File: config.mk
export PLATFORM = sky130hd
export DESIGN_NAME = uart_tx_buffered_flat
export DESIGN_NICKNAME = d
export VERILOG_FILES = /design/src/rtl/uart_tx_buffered_if.sv /design/src/rtl/uart_tx_buffered.sv /design/src/flat_wrapper.sv
export SDC_FILE = /design/constraint.sdc
export NUM_CORES = 1
export LEC_CHECK = 0
export BUFFER_PORTS_ARGS = -buffer_cell sky130_fd_sc_hd__buf_4
export CAP_MARGIN = 15
export CELL_PAD_IN_SITES_DETAIL_PLACEMENT = 1
export CELL_PAD_IN_SITES_GLOBAL_PLACEMENT = 1
export CORE_MARGIN = 4
export CORE_UTILIZATION = 45
export CTS_BUF_LIST = sky130_fd_sc_hd__clkbuf_8
export CTS_CLUSTER_SIZE = 28
export DETAILED_ROUTE_END_ITERATION = 10
export HOLD_SLACK_MARGIN = 0.05
export PLACE_DENSITY_LB_ADDON = 0.1
export SLEW_MARGIN = 40
export SYNTH_ARGS = -nofsm -noshare
export SYNTH_HDL_FRONTEND = slang
export SYNTH_SLANG_ARGS = --single-unit
File: constraint.sdc
create_clock -name clk -period 2.6 [get_ports clk]
set_input_delay 0.13 -clock clk [delete_from_list [all_inputs] [get_ports clk]]
set_output_delay 0.13 -clock clk [all_outputs]
set_load 0.02 [all_outputs]
File: src/rtl/uart_tx_buffered_if.sv
// picorv32 native-bus slave port of the buffered UART transmitter.
// The master side also drives the decoder's slave-select enable.
interface uart_tx_buffered_if;
  logic        enable;
  logic        mem_valid;
  logic        mem_ready;
  logic        mem_instr;
  logic [3:0]  mem_wstrb;
  logic [31:0] mem_wdata;
  logic [31:0] mem_addr;
  logic [31:0] mem_rdata;

  modport master (
    output enable, mem_valid, mem_instr, mem_wstrb, mem_wdata, mem_addr,
    input  mem_ready, mem_rdata
  );

  modport slave (
    input  enable, mem_valid, mem_instr, mem_wstrb, mem_wdata, mem_addr,
    output mem_ready, mem_rdata
  );
endinterface

File: src/rtl/uart_tx_buffered.sv
// Memory-mapped 8N1 UART transmitter: bus writes fill a byte FIFO that a
// baud-rate FSM drains LSB first; STATUS exposes FIFO state and sticky overflow.
module uart_tx_buffered #(
  parameter int unsigned BAUD_DIV = 868,
  parameter int unsigned FIFO_AW  = 4
) (
  input  logic                clk,
  input  logic                resn,
  uart_tx_buffered_if.slave   bus,
  output logic                serial_out
);

  localparam int unsigned DEPTH = 2 ** FIFO_AW;
  localparam int unsigned CW    = $clog2(BAUD_DIV);
  localparam logic [CW-1:0] CNT_LOAD = CW'(BAUD_DIV - 1);

  typedef enum logic [1:0] {
    IDLE,
    START,
    DATA,
    STOP
  } state_t;

  state_t             state, state_n;
  logic [CW-1:0]      cnt, cnt_n;
  logic [2:0]         bit_idx, bit_idx_n;
  logic [7:0]         shift, shift_n;
  logic               line_n;

  logic [7:0]         fifo_mem [DEPTH];
  logic [FIFO_AW-1:0] wr_ptr, rd_ptr;
  logic [FIFO_AW:0]   count;
  logic               full, empty, overflow;

  logic               req, push_req, push, drop, pop, status_rd;
  logic [31:0]        status;

  assign full  = (count == (FIFO_AW + 1)'(DEPTH));
  assign empty = (count == '0);

  assign req       = bus.enable & bus.mem_valid & ~bus.mem_ready;
  assign push_req  = req & ~bus.mem_addr[2] & bus.mem_wstrb[0];
  assign status_rd = req & bus.mem_addr[2] & ~(|bus.mem_wstrb);
  // Fullness is judged after a same-cycle pop, so a push racing a pop is kept.
  assign push      = push_req & (~full | pop);
  assign drop      = push_req & full & ~pop;

  always_comb begin
    status                 = '0;
    status[0]              = full;
    status[1]              = empty;
    status[2]              = (state != IDLE);
    status[3]              = overflow;
    status[8+FIFO_AW:8]    = count;
  end

  always_ff @(posedge clk or negedge resn) begin
    if (!resn) begin
      bus.mem_ready <= 1'b0;
      bus.mem_rdata <= '0;
      wr_ptr        <= '0;
      rd_ptr        <= '0;
      count         <= '0;
      overflow      <= 1'b0;
    end else begin
      bus.mem_ready <= req;
      bus.mem_rdata <= status_rd ? status : '0;
      if (push) wr_ptr <= wr_ptr + 1'b1;
      if (pop)  rd_ptr <= rd_ptr + 1'b1;
      count <= count + (FIFO_AW + 1)'(push) - (FIFO_AW + 1)'(pop);
      if (drop)           overflow <= 1'b1;
      else if (status_rd) overflow <= 1'b0;
    end
  end

  always_ff @(posedge clk) begin
    if (push) fifo_mem[wr_ptr] <= bus.mem_wdata[7:0];
  end

  always_ff @(posedge clk or negedge resn) begin
    if (!resn) begin
      state      <= IDLE;
      cnt        <= '0;
      bit_idx    <= '0;
      shift      <= '0;
      serial_out <= 1'b1;
    end else begin
      state      <= state_n;
      cnt        <= cnt_n;
      bit_idx    <= bit_idx_n;
      shift      <= shift_n;
      serial_out <= line_n;
    end
  end

  always_comb begin
    state_n   = state;
    cnt_n     = cnt;
    bit_idx_n = bit_idx;
    shift_n   = shift;
    pop       = 1'b0;
    line_n    = 1'b1;
    case (state)
      IDLE: begin
        if (!empty) begin
          pop     = 1'b1;
          shift_n = fifo_mem[rd_ptr];
          cnt_n   = CNT_LOAD;
          state_n = START;
        end
      end
      START: begin
        line_n = 1'b0;
        if (cnt == '0) begin
          cnt_n     = CNT_LOAD;
          bit_idx_n = '0;
          state_n   = DATA;
        end else begin
          cnt_n = cnt - 1'b1;
        end
      end
      DATA: begin
        line_n = shift[0];
        if (cnt == '0) begin
          cnt_n   = CNT_LOAD;
          shift_n = shift >> 1;
          if (bit_idx == 3'd7) state_n = STOP;
          else                 bit_idx_n = bit_idx + 1'b1;
        end else begin
          cnt_n = cnt - 1'b1;
        end
      end
      STOP: begin
        if (cnt == '0) begin
          // Chain straight into the next start bit when data is waiting.
          if (!empty) begin
            pop     = 1'b1;
            shift_n = fifo_mem[rd_ptr];
            cnt_n   = CNT_LOAD;
            state_n = START;
          end else begin
            state_n = IDLE;
          end
        end else begin
          cnt_n = cnt - 1'b1;
        end
      end
      default: state_n = IDLE;
    endcase
  end

  logic unused_bus_bits;
  assign unused_bus_bits = ^{bus.mem_instr, bus.mem_wstrb[3:1], bus.mem_wdata[31:8],
                             bus.mem_addr[31:3], bus.mem_addr[1:0]};

endmodule
File: src/flat_wrapper.sv
// flat-port wrapper written by rule: the top's interface ports become plain ports
module uart_tx_buffered_flat 
#(
  parameter int unsigned BAUD_DIV = 868,
  parameter int unsigned FIFO_AW  = 4
)
  (clk, resn, serial_out, bus_enable, bus_mem_valid, bus_mem_instr, bus_mem_wstrb, bus_mem_wdata, bus_mem_addr, bus_mem_ready, bus_mem_rdata);
  uart_tx_buffered_if bus_i ();
  input  logic clk;
  input  logic resn;
  output logic serial_out;
  input wire logic [$bits(bus_i.enable)-1:0] bus_enable;
  input wire logic [$bits(bus_i.mem_valid)-1:0] bus_mem_valid;
  input wire logic [$bits(bus_i.mem_instr)-1:0] bus_mem_instr;
  input wire logic [$bits(bus_i.mem_wstrb)-1:0] bus_mem_wstrb;
  input wire logic [$bits(bus_i.mem_wdata)-1:0] bus_mem_wdata;
  input wire logic [$bits(bus_i.mem_addr)-1:0] bus_mem_addr;
  output wire logic [$bits(bus_i.mem_ready)-1:0] bus_mem_ready;
  output wire logic [$bits(bus_i.mem_rdata)-1:0] bus_mem_rdata;
  assign bus_i.enable = bus_enable;
  assign bus_i.mem_valid = bus_mem_valid;
  assign bus_i.mem_instr = bus_mem_instr;
  assign bus_i.mem_wstrb = bus_mem_wstrb;
  assign bus_i.mem_wdata = bus_mem_wdata;
  assign bus_i.mem_addr = bus_mem_addr;
  assign bus_mem_ready = bus_i.mem_ready;
  assign bus_mem_rdata = bus_i.mem_rdata;
  uart_tx_buffered #(.BAUD_DIV(BAUD_DIV), .FIFO_AW(FIFO_AW)) u_core (.clk(clk), .resn(resn), .bus(bus_i), .serial_out(serial_out));
endmodule
# ---- After elaboration in Yosys (flattened, before gate mapping)
# Memory sizes are Yosys's and may differ from the RTL's.
# Index checks and enable logic that the tools add are counted.
dict set report word_totals {
  register_bits 71
  ramBits 128
  inputBits 73
  output_inout_bits 34
  n_memories 1
}
dict set report op_classes {
  n_addsub 6
  eq_ne 11
  mux 28
  bitwise 15
  n_reduce_logical 12
}
# memory words width read_ports rd_clocked_by_memory_dff wr line_no
set memory_table {}
lappend memory_table {u_core.fifo_mem 16 8 1 0 1 uart_tx_buffered.sv:30} ;# logic [7:0] fifo_mem [DEPTH];
# op count
set op_table {}
lappend op_table {{$mux W10} 3}
lappend op_table {{$pmux W10 S3} 1}
lappend op_table {{$mux W8} 3}
lappend op_table {{$pmux W8 S3} 1}
lappend op_table {{$mux W13} 1}
lappend op_table {{$logic_not A10 Y1} 1}
lappend op_table {{$mux W2} 5}
lappend op_table {{$sub A10 B1 Y10 const B} 1}
lappend op_table {{$and A1 B1 Y1} 9}
lappend op_table {{$mux W3} 3}
lappend op_table {{$add A4 B1 Y4 const B} 2}
lappend op_table {{$ne A2 B1 Y1 const B} 4}
lappend op_table {{$pmux W2 S4} 1}
lappend op_table {{$mux W1} 7}
lappend op_table {{$pmux W3 S2} 1}
lappend op_table {{$reduce_bool A2 Y1} 3}
lappend op_table {{$add A5 B1 Y5} 1}
lappend op_table {{$eq A5 B5 Y1 const B} 1}
lappend op_table {{$logic_not A5 Y1} 1}
lappend op_table {{$not A1 Y1} 5}
lappend op_table {{$reduce_and A5 Y1} 1}
lappend op_table {{$sub A5 B1 Y5} 1}
lappend op_table {{$eq A2 B2 Y1 const B} 2}
lappend op_table {{$ne A2 B2 Y1 const B} 2}
lappend op_table {{11 further kinds} 12}

# ---- Depth between registers and ports, before layout
# Gate-level depths: netlist of run 1.
dict set report logic_depth {
  depth_word 8
  depth_mapped 16
}

# ---- Worst setup path after synthesis of run 1
# No wires, ideal clock.
dict set report synth_path {
  path_type {flip-flop to flip-flop}
  from {register u_core.cnt[0]}
  to {register u_core.count[4]}
  setup_ps 125
  t_arrival_ps 2606
  t_required_ps 2475
  path_slack_ps -131
  stages_incl_launch_ff 16
  n_path_buf 0
  period_less_slack_ps 2731
  path_cell_list {dfrtp_1 inv_1 ha_1 nor4b_4 a41oi_1 nor3_2 ha_1 inv_1 ha_1 inv_1 fa_1 inv_1 a21oi_1 nor2_1 nor2_1 xnor2_1}
}
dict set report synth_between {
  elab_chain_len 7
}
# item line_no
set synth_lines {}
lappend synth_lines {{start, declared} uart_tx_buffered.sv:25} ;# logic [CW-1:0] cnt, cnt_n;
lappend synth_lines {{start signal, assigned} uart_tx_buffered.sv:89} ;# cnt <= cnt_n;
lappend synth_lines {{$logic_not A10 Y1 (*)} uart_tx_buffered.sv:134} ;# if (cnt == '0) begin
lappend synth_lines {{$mux W1 (*)} uart_tx_buffered.sv:134}
lappend synth_lines {{$pmux W1 S2 (*)} uart_tx_buffered.sv:103} ;# case (state)
lappend synth_lines {{net u_core.pop} uart_tx_buffered.sv:35} ;# logic req, push_req, push, drop, pop, status_rd;
lappend synth_lines {{$or A1 B1 Y1} uart_tx_buffered.sv:45} ;# assign push = push_req & (~full | pop);
lappend synth_lines {{$and A1 B1 Y1} uart_tx_buffered.sv:45}
lappend synth_lines {{$add A5 B1 Y5} uart_tx_buffered.sv:70} ;# count <= count + (FIFO_AW + 1)'(push) - (FIFO_AW + 1)'(pop);
lappend synth_lines {{$sub A5 B1 Y5 (*)} uart_tx_buffered.sv:70}
lappend synth_lines {{end signal, assigned} uart_tx_buffered.sv:70}
lappend synth_lines {{end, declared} uart_tx_buffered.sv:32} ;# logic [FIFO_AW:0] count;
# The timed path passes the listed nets; every way through them passes the cells marked *.
# A chain may end at the register's enable or synchronous reset.

# ---- Worst setup path in the final report of run 1
dict set report layout_path {
  from {register u_core.cnt[1]}
  to {register u_core.count[4]}
}
# The elaborated chain is that of the path after synthesis.

==> results of run 1 <==
[worst max-delay path by stage]
stage	end	slack, ns
4_1_cts	u_core.count[4]	-0.14
6_report	u_core.count[4]	-0.1
3_3_place_gp	u_core.count[4]	-0.15
2_1_floorplan	u_core.count[4]	-0.09
5_1_grt	u_core.count[4]	-0.31
3_5_place_dp	u_core.count[4]	-0.23
[tightest hold or removal path: stages]
cell and delay, ns:
buf_4 0.11, nand3b_1 0.21, o31ai_1 0.09
[state kept, by name, indices dropped and copies added, names as in the netlist, 2 cells and up]
| name | cells |
|---|---|
| u_core.fifo_mem | 128 |
| u_core.rd_ptr | 4 |
| u_core.cnt | 10 |
| u_core.bit_idx | 3 |
| u_core.shift | 8 |
| u_core.wr_ptr | 4 |
| u_core.bus.mem_rdata | 9 |
| u_core.state | 2 |
| u_core.count | 5 |
[power by group through the flow]
stage	registers (mW)	logic, mW	clock network, mW
after floorplan	3.25	0.428	0
after global placement	3.27	0.587	0
after detailed placement	3.27	0.623	0
after CTS	3.21	0.641	2.11
after global routing	3.22	0.721	2.24
final	3.21	0.636	2.05
[layout make-up]
type	count	share of cell area
Clock buffer	17	0.0254
Timing Repair Buffer	90	0.0957
Sequential cell	176	0.549
Inverter	20	0.00816
Multi-Input combinational cell	310	0.270
Tap cell	220	0.0299
Clock inverter	15	0.0220
[synthesized netlist by cell type, types with 2 or more instances]
cell type and instances:
a211o_1 7, a211oi_1 4, a21oi_1 11, a221oi_1 2, a22o_1 5, a22oi_1 14
a31oi_1 10, a41oi_1 2, and2_1 4, and3_1 18, buf_1 2, buf_4 28
buf_6 3, clkbuf_1 10, dfrtp_1 47, edfxtp_1 128, ha_1 20, inv_1 20
mux2_2 2, mux2i_1 28, mux4_2 19, nand2_1 31, nand2b_1 4, nand3_1 4
nand3b_1 4, nor2_1 33, nor2b_1 4, nor3_1 3, nor3_2 2, nor4_1 2
o21ai_0 8, o21ai_1 2, o22ai_1 8, o31ai_1 3, or2_2 3, xnor2_1 6
xor2_1 4
[layer usage]
metal  up-vias  GRT usage
li1       2120          -
met5         -          0
met4         0     0.0515
met2        77      0.307
met1      2307      0.253
met3        10     0.0268
[repair_timing]
item	4_1_cts	5_1_grt
pin swaps	4	3
endpoints found under the hold margin	177	0
resized for setup	5	2
endpoints found under the setup margin	4	37
buffers inserted	2	2
hold buffers	12	0
[kinds of logic after synthesis]
logic type / share of synthesized area
XOR/XNOR: 0.0113
AO/OA/AOI/OAI: 0.0772
flip-flops: 0.648
multiplexers: 0.0953
other: 0.000482
buffers and inverters: 0.0474
adder cells (fa/ha/maj): 0.0347
AND/OR/NAND/NOR: 0.0854
[stage by stage]
stage                     utilization  std cells
after floorplan                     -        550
after global placement          0.513        800
after detailed placement        0.513        800
after CTS                       0.548        846
after global routing            0.549        848
final                           0.549        848
==> results_dict.tcl, run 1 <==
set metrics [dict create \
    outcome "complete, but fails checks" \
    violations "negative setup slack" \
    cts-root-buf "clkbuf_8" \
    drc 0 \
    worstHoldPathCells 3 \
    cp-startpoint "u_core.cnt[1]" \
    grt_pass1_vias 4782 \
    grt_max_degree 49 \
    slew_viol_final 0 \
    period_minus_slack_ns 2.70 \
    synthTopCellsByArea "edfxtp_1, dfrtp_1, mux4_2, mux2i_1, ha_1" \
    syn_area_per_cell_um2 14.7 \
    cts_buffers 17 \
    drive_gt1_frac 0.247 \
    finalNetCount 709 \
    yosys_warnings 0 \
    hold_viol_final 0 \
    viasPerCell 5.32 \
    worst_pin_slew_ns 0.702 \
    reg2reg_setup_slack_ns -0.1 \
    wl_met1_um 7270 \
    drt_first_pass_iters 5 \
    start_util 0.464 \
    path_cells "inv_2 > ha_4 > nor4b_4 > a41oi_2 > nor3_4 > ha_1 > inv_1 > ha_2 > inv_2 > fa_2 > inv_1 > a21oi_1 > nor2_1 > nor2_1 > xnor2_1" \
    cp.arrival_ns 3.05 \
    avgRoutedWirePerCell_um 20.2 \
    cp_top_family "adder cells" \
    vias 4514 \
    worst_slew_margin_rel 0.532 \
    wl_um 17200 \
    die_y_um 140 \
    synthArstFlopShare 0.273 \
    cp.required_ns 2.95 \
    gp_congestion 0.796 \
    first_iter_violations 280 \
    ff2ff_path_depth 15 \
    seqCellArea_um2 5050 \
    power.share.switching 0.269 \
    multi_input_area_um2 2490 \
    core-area_um2 16800 \
    dr_wl_met3_um 867 \
    io_buffers 27 \
    final_area_um2 9200 \
    synthDistinctLibCells 60 \
    met2_length_um 8900 \
    fin_ws_ns -0.0997 \
    h-tree-depth 4 \
    powerDensity_nw_per_um2 641 \
    p_seq_frac 0.544 \
    p_comb_frac 0.108 \
    rr_startpoint "u_core.cnt[1]" \
    cts.clk_slew.worst_paths_ns 0.10 \
    cts_sinks 176 \
    max_freq_mhz 370 \
    layout_common_cells "edfxtp_1, buf_4, dfrtp_1, nor2_1, nand2_1" \
    pre_cts_slack_ns -0.227 \
    antenna_found_initial 0 \
    ir_drop_mv 0.447 \
    fillers 1631 \
    finalCritPeriodShare 1.04 \
    slowest_delay_ns 0.40 \
    postPlaceCellArea_um2 8600 \
    seq_area_frac_synth 0.648 \
    io_pins 107 \
    p_int_mw 4.31 \
    yosysTopAreaCell "edfxtp_1" \
    setup_violations 1 \
    rows 47 \
    crit_path_end_kind "flop" \
    clk_latency_ns 0.46 \
    die_w_um 140 \
    clockBufferDepth 2 \
    n_antenna_cell 0 \
    min_from "bus_mem_wstrb[0]" \
    slowest_stage "dfrtp_1" \
    p_leak_nw 3.74 \
    p_total_mw 5.90 \
    critPathBufInv 4 \
    cts_tree "built" \
    max-cap-violations 0 \
    critical_path_depth 15 \
    start_kind "flop" \
    synth_edf_count 128 \
    path_max_fanout 2 \
    clock_skew_ns 0.0138 \
    whs_endpoint "u_core.overflow" \
    area_growth_pct 18.2 \
    grt_overflow_total 0 \
    hpwl_um 11600 \
    fp.dieArea_um2 19500 \
    synth.top_cell.area_share 0.494 \
    synthFlopType "edfxtp_1" \
    synthCells 528 \
    ant_nets 0 \
    p_sw_mw 1.58 \
    worst_hold_path_type "in2reg" \
    synth_area_um2 7780 \
    critPathKind "reg2reg" \
    whs_ns 0.123 \
    rsz0062_at_grt "true" \
    routed.top_layer "met4" \
    grtUsageTotal 0.184 \
    grt_pass1_wl_um 27000 \
    r2r_end "u_core.count[4]" \
    mostFrequentLayoutCell "edfxtp_1" \
    ys_ff_latch 176 \
    p_clk_frac 0.348 \
    setup_tns_ns -0.0997 \
]
No activity file was read; power rests on OpenSTA's default activity.
==> run 2, diff against run 1 <==
CORE_UTILIZATION = 43   (was 45)
CTS_BUF_LIST = sky130_fd_sc_hd__clkbuf_16   (was sky130_fd_sc_hd__clkbuf_8)
==> run 2 against run 1 <==
Net effect:
- the flow still finishes with violations (negative setup slack)
- total power up 10%
- utilization down 0.70 points
- clock skew down 0.0011 ns
- via count up 0.11%
- first-iteration DRC count down 29%
- combinational power up 10%
- non-clock buffer count up 7
- sequential share of layout area down 1.8 points
- sequential cell count unchanged
- clock power up 27%
- setup slack better by 0.023 ns
- worst hold slack worse by 0.032 ns
- largest cell class unchanged
==> results_dict.tcl, run 2 (same netlist as run 1, synthesis figures left out) <==
set metrics [dict create \
    drt_first_pass_iters 4 \
    setup_violations 2 \
    p_leak_nw 3.87 \
    crit_path_frequent_cell "inv_2" \
    vias 4519 \
    fin_util 0.542 \
    cts_sinks 176 \
    path_max_fanout 2 \
    cts_buffers 17 \
    clk_latency_ns 0.43 \
    drive_gt1_frac 0.260 \
    dpl.cell_count 811 \
    fin_ws_ns -0.0763 \
    area_growth_pct 22.1 \
    io_buffers 27 \
    powerDensity_nw_per_um2 685 \
    p_comb_frac 0.108 \
    final_cells 860 \
    worst_hold_path_type "in2reg" \
    max_freq_mhz 374 \
    h-tree-depth 4 \
    viasPerCell 5.25 \
    cts.clk_slew.worst_paths_ns 0.08 \
    p_int_mw 4.75 \
    cts-root-buf "clkbuf_16" \
    slowest_delay_ns 0.39 \
    fillers 1717 \
    p_sw_mw 1.76 \
    slew_viol_final 0 \
    core-area_um2 17500 \
    largest_reg_flops 128 \
    die_w_um 143 \
    gp_congestion 0.752 \
    setup_tns_ns -0.108 \
    fp.dieArea_um2 20300 \
    critPathBufInv 4 \
    cp_top_family "adder cells" \
    cts_tree "built" \
    critPathKind "reg2reg" \
    antenna_found_initial 0 \
    grt_pass1_vias 4909 \
    violations "negative setup slack" \
    layout_common_cells "edfxtp_1, buf_4, dfrtp_1, nor2_1, nand2_1" \
    wl_um 16900 \
    grtUsageTotal 0.179 \
    rows 48 \
    ir_drop_mv 0.397 \
    grt_max_degree 49 \
    clockBufferDepth 2 \
    start_kind "flop" \
    die_y_um 143 \
    crit_path_end_kind "flop" \
    grt_pass1_wl_um 27700 \
    top_regs "u_core.fifo_mem: 128 flops, u_core.cnt: 10 flops, u_core.bus.mem_rdata: 9 flops" \
    hpwl_um 11900 \
    grt_overflow_total 0 \
    mostFrequentLayoutCell "edfxtp_1" \
    outcome "complete, but fails checks" \
    cp.arrival_ns 3.00 \
    top_register "u_core.fifo_mem" \
    power.share.switching 0.271 \
    avgRoutedWirePerCell_um 19.7 \
    first_iter_violations 199 \
    hold_viol_final 0 \
    rsz0062_at_grt "true" \
    pre_cts_slack_ns -0.156 \
    max-cap-violations 0 \
    drc 0 \
    worst_slew_margin_rel 0.477 \
    path_cells "inv_2 > ha_4 > nor4b_4 > a41oi_2 > nor3_4 > ha_1 > inv_1 > ha_2 > inv_2 > fa_2 > inv_2 > a21oi_2 > nor2_1 > nor2_1 > xnor2_1" \
    slowest_stage "dfrtp_1" \
    clock_skew_ns 0.0128 \
    cp.required_ns 2.92 \
    period_minus_slack_ns 2.68 \
    io_pins 107 \
    finalNetCount 716 \
    p_clk_frac 0.400 \
    p_seq_frac 0.492 \
    worst_pin_slew_ns 0.783 \
    ant_nets 0 \
    finalCritPeriodShare 1.03 \
    n_antenna_cell 0 \
    start_util 0.444 \
]
## run 2: cell count changes in the layout (fill, tap and decap cells not counted), moves of 2 or more
cell	before	now
clkbuf_16	0	17
clkbuf_8	17	0
clkinv_8	1	8
inv_8	9	2
buf_12	14	18
buf_4	64	68
bufinv_16	2	0
## run 2: worst paths after layout
kind / endpoint / startpoint / cells past startpoint / slack (ns)
min in group asynchronous: u_core.cnt[8] / resn / 2 / 0.26
max in group asynchronous: u_core.rd_ptr[0] / resn / 2 / 1.85
worst min register to register: u_core.overflow / u_core.overflow / 2 / 0.49
worst max-delay path: u_core.count[4] / u_core.cnt[1] / 15 / -0.08
worst min-delay path: u_core.bus.mem_rdata[12] / bus_mem_addr[2] / 3 / 0.09
worst max register to register: u_core.count[4] / u_core.cnt[1] / 15 / -0.08
## run 2: through the flow
stage / instance area (µm²) / hold WS (ns) / total power, mW
after floorplan: 7880 / -0.166 / 3.68
after global placement: 8700 / 0.196 / 3.89
after detailed placement: 8700 / 0.210 / 3.94
after CTS: 9480 / 0.0701 / 6.58
after global routing: 9510 / 0.105 / 6.82
final: 9510 / 0.0909 / 6.51
## run 2: per-layer routing
| metal | global-route usage | vias up | wire length [µm] |
|---|---|---|---|
| met5 | 0 | - | 0 |
| met2 | 0.299 | 67 | 8520 |
| met4 | 0.0485 | 0 | 187 |
| met1 | 0.240 | 2302 | 7700 |
| li1 | - | 2134 | - |
| met3 | 0.0363 | 16 | 508 |
## run 2: worst register-to-register path, cell delays in order, from the launching register on
cell     delay, ns
dfrtp_1       0.39
inv_2         0.09
ha_4          0.14
nor4b_4       0.25
a41oi_2       0.22
nor3_4        0.19
ha_1          0.26
inv_1         0.06
ha_2          0.19
inv_2         0.04
fa_2          0.37
inv_2         0.06
a21oi_2       0.05
nor2_1        0.09
nor2_1        0.06
xnor2_1       0.12
## run 2: timing repair
item	4_1_cts	5_1_grt
hold buffers	11	0
endpoints found under the hold margin	176	0
pin swaps	5	0
setup endpoints to repair	2	6
setup buffers	3	3
gates resized for setup	7	2
## run 2: power groups by stage
| stage | Clock (mW) | Combinational, mW | Sequential, mW |
|---|---|---|---|
| floorplan | 0 | 0.428 | 3.25 |
| global placement | 0 | 0.633 | 3.26 |
| detailed placement | 0 | 0.672 | 3.27 |
| CTS | 2.68 | 0.695 | 3.21 |
| global route | 2.80 | 0.795 | 3.22 |
| finish | 2.61 | 0.701 | 3.20 |
## run 2: cell type report
type | instances | area, µm² | share of cell area
Clock buffer | 17 | 425 | 0.0448
Clock inverter | 15 | 204 | 0.0215
Inverter | 20 | 75.1 | 0.00790
Multi-Input combinational cell | 310 | 2490 | 0.262
Sequential cell | 176 | 5050 | 0.531
Tap cell | 225 | 282 | 0.0296
Timing Repair Buffer | 97 | 981 | 0.103
